## config.mk

```make
export PLATFORM = sky130hd
export DESIGN_NAME = sequence_generator
export DESIGN_NICKNAME = d
export VERILOG_FILES = /design/src/rtl/sequence_generator_pkg.sv /design/src/rtl/seq_shift_reg.sv /design/src/rtl/sequence_generator.sv
export SDC_FILE = /design/constraint.sdc
export NUM_CORES = 1
export LEC_CHECK = 0
export CORE_AREA = 2 2 70 72
export DETAILED_ROUTE_END_ITERATION = 6
export DIE_AREA = 0 0 72 74
export PLACE_DENSITY = 0.66
export SKIP_CTS_REPAIR_TIMING = 1
export SLEW_MARGIN = 5
export SYNTH_ARGS = -nofsm -noshare
export SYNTH_HDL_FRONTEND = slang
export SYNTH_SLANG_ARGS = --single-unit
```

## constraint.sdc

```tcl
create_clock -name clk -period 2 [get_ports clk]
set_input_delay 0.4 -clock clk [delete_from_list [all_inputs] [get_ports clk]]
set_output_delay 0.4 -clock clk [all_outputs]
set_load 0.05 [all_outputs]
```

## src/rtl/sequence_generator_pkg.sv

```systemverilog
// Shared types and width defaults for the serial
// pattern transmitter.
package sequence_generator_pkg;

  typedef enum logic [1:0] {
    IDLE = 2'd0,
    SEND = 2'd1,
    GAP  = 2'd2
  } state_e;

  localparam int PAT_W_DEF = 4;
  localparam int CNT_W_DEF = 4;
  localparam int GAP_W_DEF = 4;

endpackage

```

## src/rtl/seq_shift_reg.sv

```systemverilog
// Parallel-load MSB-first register; nxt_o is the bit
// that follows the one currently on the serial line.
module seq_shift_reg #(
  parameter int W = 4
) (
  input  logic         clk_i,
  input  logic         rst_ni,
  input  logic         load_i,
  input  logic         shift_i,
  input  logic [W-1:0] data_i,
  output logic         nxt_o
);

  logic [W-1:0] q_q;

  // Load wins over shift; shifting rotates so no bit is lost.
  always_ff @(posedge clk_i or negedge rst_ni) begin
    if (!rst_ni) begin
      q_q <= '0;
    end else if (load_i) begin
      q_q <= data_i;
    end else if (shift_i) begin
      q_q <= {q_q[W-2:0], q_q[W-1]};
    end
  end

  assign nxt_o = q_q[W-2];

endmodule

```

## src/rtl/sequence_generator.sv

```systemverilog
// Serial pattern transmitter: sends a captured pattern
// MSB-first with optional repeats and idle gaps.
module sequence_generator
  import sequence_generator_pkg::*;
#(
  parameter int PAT_W = PAT_W_DEF,
  parameter int CNT_W = CNT_W_DEF,
  parameter int GAP_W = GAP_W_DEF
) (
  input  logic             clk,
  input  logic             reset,
  input  logic             start,
  input  logic             abort,
  input  logic [PAT_W-1:0] pattern,
  input  logic [CNT_W-1:0] repeat_cnt,
  input  logic [GAP_W-1:0] gap_len,
  input  logic             idle_bit,
  output logic             x,
  output logic             x_valid,
  output logic             last,
  output logic             busy,
  output logic             done
);

  localparam int BW = $clog2(PAT_W);
  localparam logic [BW-1:0] LAST_IDX = BW'(PAT_W - 1);

  state_e           state_q, state_d;
  logic [BW-1:0]    bit_q, bit_d;
  logic [CNT_W-1:0] rep_q, rep_d;
  logic [GAP_W-1:0] gcnt_q, gcnt_d;
  logic [GAP_W-1:0] glen_q, glen_d;
  logic [PAT_W-1:0] pat_q, pat_d;
  logic             x_q, x_d;
  logic             xv_q, xv_d;
  logic             last_q, last_d;
  logic             busy_q, busy_d;
  logic             done_q, done_d;

  logic             sr_load;
  logic             sr_shift;
  logic [PAT_W-1:0] sr_data;
  logic             sr_nxt;
  logic [BW-1:0]    bit_inc;

  assign bit_inc = bit_q + BW'(1);

  seq_shift_reg #(
    .W(PAT_W)
  ) u_sr (
    .clk_i  (clk),
    .rst_ni (reset),
    .load_i (sr_load),
    .shift_i(sr_shift),
    .data_i (sr_data),
    .nxt_o  (sr_nxt)
  );

  // Next state, counters and registered-output values.
  always_comb begin
    state_d  = state_q;
    bit_d    = bit_q;
    rep_d    = rep_q;
    gcnt_d   = gcnt_q;
    glen_d   = glen_q;
    pat_d    = pat_q;
    x_d      = 1'b0;
    xv_d     = 1'b0;
    last_d   = 1'b0;
    busy_d   = 1'b0;
    done_d   = 1'b0;
    sr_load  = 1'b0;
    sr_shift = 1'b0;
    sr_data  = pat_q;
    case (state_q)
      IDLE: begin
        if (start && !abort) begin
          state_d = SEND;
          pat_d   = pattern;
          rep_d   = repeat_cnt;
          glen_d  = gap_len;
          bit_d   = '0;
          gcnt_d  = '0;
          sr_load = 1'b1;
          sr_data = pattern;
          x_d     = pattern[PAT_W-1];
          xv_d    = 1'b1;
          busy_d  = 1'b1;
        end
      end
      SEND: begin
        if (abort) begin
          state_d = IDLE;
          bit_d   = '0;
          rep_d   = '0;
          gcnt_d  = '0;
        end else if (bit_q != LAST_IDX) begin
          bit_d    = bit_inc;
          sr_shift = 1'b1;
          x_d      = sr_nxt;
          xv_d     = 1'b1;
          busy_d   = 1'b1;
          last_d   = (bit_inc == LAST_IDX);
        end else if (rep_q != '0) begin
          rep_d   = rep_q - CNT_W'(1);
          bit_d   = '0;
          sr_load = 1'b1;
          busy_d  = 1'b1;
          if (glen_q != '0) begin
            state_d = GAP;
            gcnt_d  = GAP_W'(1);
            x_d     = idle_bit;
          end else begin
            x_d  = pat_q[PAT_W-1];
            xv_d = 1'b1;
          end
        end else begin
          state_d = IDLE;
          bit_d   = '0;
          done_d  = 1'b1;
        end
      end
      GAP: begin
        if (abort) begin
          state_d = IDLE;
          bit_d   = '0;
          rep_d   = '0;
          gcnt_d  = '0;
        end else if (gcnt_q == glen_q) begin
          state_d = SEND;
          bit_d   = '0;
          gcnt_d  = '0;
          x_d     = pat_q[PAT_W-1];
          xv_d    = 1'b1;
          busy_d  = 1'b1;
        end else begin
          gcnt_d = gcnt_q + GAP_W'(1);
          x_d    = idle_bit;
          busy_d = 1'b1;
        end
      end
      default: begin
        state_d = IDLE;
      end
    endcase
  end

  // State, counters and output registers.
  always_ff @(posedge clk or negedge reset) begin
    if (!reset) begin
      state_q <= IDLE;
      bit_q   <= '0;
      rep_q   <= '0;
      gcnt_q  <= '0;
      glen_q  <= '0;
      pat_q   <= '0;
      x_q     <= 1'b0;
      xv_q    <= 1'b0;
      last_q  <= 1'b0;
      busy_q  <= 1'b0;
      done_q  <= 1'b0;
    end else begin
      state_q <= state_d;
      bit_q   <= bit_d;
      rep_q   <= rep_d;
      gcnt_q  <= gcnt_d;
      glen_q  <= glen_d;
      pat_q   <= pat_d;
      x_q     <= x_d;
      xv_q    <= xv_d;
      last_q  <= last_d;
      busy_q  <= busy_d;
      done_q  <= done_d;
    end
  end

  assign x       = x_q;
  assign x_valid = xv_q;
  assign last    = last_q;
  assign busy    = busy_q;
  assign done    = done_q;

endmodule
```

* Word level (Yosys, flattened, before mapping) *
Index checks and enable logic that the tools add are counted.

storage, ports and cells
  bits in registers = 29
  bits in latches = 0
  memory bits (writable) = 0
  memory bits (read-only) = 0
  bits of input ports = 17
  output and inout port bits = 5
  word-level logic and storage cells = 105
  memories = 0

cells by class
  $add $sub $neg = 3
  $mul = 0
  divide/modulo/power cells = 0
  $lt $le $gt $ge = 0
  equal/unequal tests = 12
  shift operators = 0
  mux-type cells = 66
  bitwise logic cells = 0
  reduce and logical (&&, ||, !) cells = 12

operators with widths
  operator             number
  $mux 4               16
  $mux 1               30
  $mux 2               12
  $pmux 4 s3           2
  $ne 3x3->1 const B   4
  $pmux 2 s3           2
  $reduce_and 5->1     2
  $pmux 1 s3           3
  $reduce_bool 4->1    2
  $ne 2x2->1 const B   3
  $add 4x1->4 const B  1
  $eq 2x2->1 const B   2
  $eq 4x4->1           1
  $ne 4x4->1 const B   1
  $reduce_and 4->1     1
  $sub 4x1->4 const B  1
  $reduce_and 3->1     1
  $reduce_bool 3->1    1
  $add 2x1->2 const B  1
  $eq 2x1->1 const B   1
  $logic_not 2->1      1
  $pmux 1 s2           1
  $reduce_and 2->1     1
  $reduce_bool 2->1    1
  2 further kinds      2

* Depth between registers and ports, before layout *
  depth after elaboration = 6
  mapped depth = 7
  depth with buffers taken out = 6

* By module *
Synthesis repeated with hierarchy kept, for this count alone.

unflattened totals
  cells, all modules = 161
  area, all modules = 1721.7 µm²

by module, submodules not included
  module              times used  cells an instance  area an instance (µm²)  seq. area each (µm²)
  sequence_generator  1           144                1535.2                  625.6
  seq_shift_reg       1           17                 186.4                   100.1

* Least setup slack after synthesis *
OpenSTA, ideal clock, no wires.

  path type = reg-to-reg
  start point = register rep_q[0]
  end point = register rep_q[0]
  arrival time = 1677 ps
  data required time = 1875 ps
  slack = 199 ps
  stages on the path, launching flop included = 7
  clock period less this slack = 1801 ps
  cell sequence = dfrtp_1 -> inv_1 -> ha_1 -> or3b_1 -> and2_1 -> o21ai_2 -> mux2_2

on the way
  word-level cells in the longest chain between the ends = 5
  elaborated cells on any way between the ends = 8
  those cells by class = add/sub: 1; eq/ne: 1; mux: 4; reduce/logical: 2

RTL lines
  element                   RTL line                   RTL
  start: declaration        sequence_generator.sv:30   logic [CNT_W-1:0] rep_q, rep_d;
  start signal: assignment  sequence_generator.sv:165  rep_q <= rep_d;
  $sub 4x1->4               sequence_generator.sv:105  rep_d = rep_q - CNT_W'(1);
  $mux 4                    sequence_generator.sv:104  end else if (rep_q != '0) begin
  $mux 4                    sequence_generator.sv:97   end else if (bit_q != LAST_IDX) begin
  $mux 4                    sequence_generator.sv:92   if (abort) begin
  $pmux 4 s3                sequence_generator.sv:75   case (state_q)

Parallel ways exist; a longest one is shown, timed or not. The select of a mux whose other input is x is not followed.
A chain may end at the register's enable or synchronous reset.

* Worst setup path in the final report *
Ends and elaborated chain as after synthesis.

==> metrics.csv <==
stage,metric,value,unit
final_layout,post-route insts no fill,254,
place,Placed Cells,246,
clock_tree,Sink Count,29,
yosys,cell with the most instances after synthesis,dfrtp_1,
detailed_routing,total wire length,3673,um
sta,Worst Tran Pin Value,0.5558,ns
critical_path,Worst EP arrival,2.12,ns
yosys,Synth top area share,42.58,%
yosys,Synth area leader,dfrtp_1,
final_layout,Final Cell Area,0.002252,mm^2
place,area of placed instances,0.002120,mm^2
yosys,#FFs+latches synth,29,
global_route,initial antenna violation count,0,
detailed_routing,drt pass-1 iters,5,
yosys,Synth top cells by count,"29 x dfrtp_1, 20 x mux2_2, 10 x inv_1",
yosys,Post-Syn Area,0.001704,mm^2
sta,Fin. Hold Viols,0,
die,Die Span Y,74,um
critical_path,master of the slowest instance on the critical path,or3b_4,
critical_path,"Cell Chain, Critical Path","inv_1, ha_1, or3b_4, and2_4, o21ai_4, mux2_2",
power_and_ir_drop,Lkg Pwr,0.001005,uW
status,status,finished clean,
power_and_ir_drop,Power Internal,2001,uW
place,DP Wirelength,2870,um
detailed_routing,via count,1335,
clock_tree,root buffer cell,clkbuf_8,
clock_tree,Num CTS Buffers,5,
place,GPL Wtd Cong,0.8876,
die,initial core utilization,37.06,%
yosys,main area contributors after synthesis,"dfrtp_1 43%, mux2_2 13%, ha_1 6.6%, nor2b_1 2.6%, inv_1 2.2%",
detailed_routing,DR WL/cell,14.46,um
die,Core ar.,0.004598,mm^2
detailed_routing,1st-iter DRT viols,50,
yosys,"Distinct cells, synth",46,
power_and_ir_drop,switching part of the total,36.64,%
final_layout,share of cells above drive strength 1,30.00,%
clock_tree,clock latency on the worst-skew pair,0.28,ns
die,width of the die,72,um
detailed_routing,DRC Markers,0,
yosys,Gate Count Post-Synth,153,
global_route,largest net degree at the start of global routing,30,
yosys,"EDFF count, synth",0,
yosys,Avg Inst Size Synth,11.14,um^2
sta,Final Setup Violations,0,
global_route,vias in the first global route,1445,
worst_hold_path,Hold Crit Class,in -> async,
clock_tree,deepest clock path buffer count,2,
die,die area,0.005328,mm^2
clock_tree,H-tree Lvls,2,
power_and_ir_drop,VDD IR max,0.6594,mV
sta,Final min period,1.951,ns
sta,Final Slew Violations,0,
run,max cap viols,0,
global_route,GRT overflow,0,
yosys,ys async rst share,100.0,%
power_and_ir_drop,clock group share of total power,20.0,%
critical_path,Worst setup EP type,register,
power_and_ir_drop,NetSw,1157,uW
yosys,syn_nets,179,
die,Placement Rows,25,
die,I/O pins,22,
place,Buffers on Ports,21,
yosys,register area share after synthesis,42.58,%
critical_path,CP startpoint kind,register,
yosys,Yosys Warn Count,0,
final_layout,Synth-to-Final Area Change,32.16,%
clock_tree,Clock Pin Slew Worst Setup and Hold Paths,0.06,ns
final_layout,n_diodes,0,
power_and_ir_drop,part of the power in registers,30.8,%
detailed_routing,Antenna Nets Post-Route,0,
global_route,GRT Total Usage,15.34,%
power_and_ir_drop,Pwr Density,1402,mW/mm^2
critical_path,Crit Path Max Fanout,4,
detailed_routing,Via density,5.256,
critical_path,Critical Path RT,2.17,ns
final_layout,final net count,225,
sta,fmax,0.5125,GHz
sta,slew margin rel.,62.46,%
global_route,first-pass GRT wire length,6320,um
sta,Tcrit/Tclk final,97.56,%
critical_path,CP max stage delay,0.42,ns
sta,skew final,0.006880,ns
critical_path,CP bufs+invs,1,
clock_tree,TritonCTS clock tree,built,
critical_path,crit path kind,reg -> reg,
power_and_ir_drop,part of the power in combinational logic,49.3,%
critical_path,Crit path max-delay family,simple AND/OR/NAND/NOR gates,
yosys,"Top FF cell, synth",dfrtp_1,
[cell type report]
class                      count  area (um^2)
clock buffer                   6        82.58
clock inverter                 2        37.54
fill                         419         2346
inverter                      10        37.54
multi-input combinational    112        940.9
sequential                    29        725.7
tap                           54        67.56
timing repair buffer          41        360.3
[metrics by stage]
step	util [%]	TNS (ns)	setup slack (ns)	total power, uW	hold slack (ns)
finish	48.98	0	0.04885	3157	0.4966
detailed placement	46.10	-1.935	-0.1671	2506	0.4882
floorplan	-	0	0.1987	1963	0.1044
global route	48.98	-0.001147	-0.001147	3362	0.5185
CTS	48.71	0	0.02020	3143	0.5032
global placement	46.10	-1.414	-0.1839	2453	0.4812
[cell usage in the layout, fill, tap and decap left out, types with 6 or more instances in the layout]
master,n
mux2_2,20
clkdlybuf4s50_1,21
clkbuf_8,6
inv_1,10
ha_1,9
dfrtp_1,29
nor2b_1,7
nor2_1,8
nand2_1,8
buf_4,20
[per-layer routing]
metal  wire length [um]  global-route usage, %
met1               1680                  18.35
met2               1782                  26.54
met3                152                  3.794
met4                 57                  6.499
met5                  0                      0
[cell families (layout without fill, tap and decap cells)]
family,count (synthesis),in the layout,synth area share (%)
mux,23,23,15.35
xor+xnor,5,5,2.570
flops,29,29,42.58
fa+ha+maj,9,9,6.608
buf+inv,12,59,2.937
simple gates,45,45,15.64
compound gates,30,30,14.32
[power by group through the flow]
stage	clock (uW)	combinational, uW	sequential (uW)
global route	666	1700	995
CTS	640	1530	968
global placement	0	1500	958
floorplan	0	938	1020
detailed placement	0	1530	978
finish	631	1560	971
[flip-flops by register name (all words and copies together), names as in the netlist]
signal    cells
gcnt_q        4
glen_q        4
pat_q         4
rep_q         4
u_sr.q_q      4
bit_q         2
state_q       2
busy          1
done          1
last          1
x             1
x_valid       1
[path summary, 6_finish.rpt]
| path | startpoint | to | depth (start not counted) | slack, ns |
|---|---|---|---|---|
| max in group asynchronous | reset | pat_q[3]$_DFF_PN0_ | 2 | 1.23 |
| worst max-delay path | rep_q[0]$_DFFE_PN0P_ | rep_q[0]$_DFFE_PN0P_ | 6 | 0.05 |
| worst max register to register | rep_q[0]$_DFFE_PN0P_ | rep_q[0]$_DFFE_PN0P_ | 6 | 0.05 |
| min in group clk | pat_q[0]$_DFF_PN0_ | pat_q[0]$_DFF_PN0_ | 1 | 0.50 |
| worst min register to register | pat_q[0]$_DFF_PN0_ | pat_q[0]$_DFF_PN0_ | 1 | 0.50 |
| worst min-delay path | reset | rep_q[0]$_DFFE_PN0P_ | 2 | 0.50 |
Note: power is estimated with default switching activity, not from simulation.
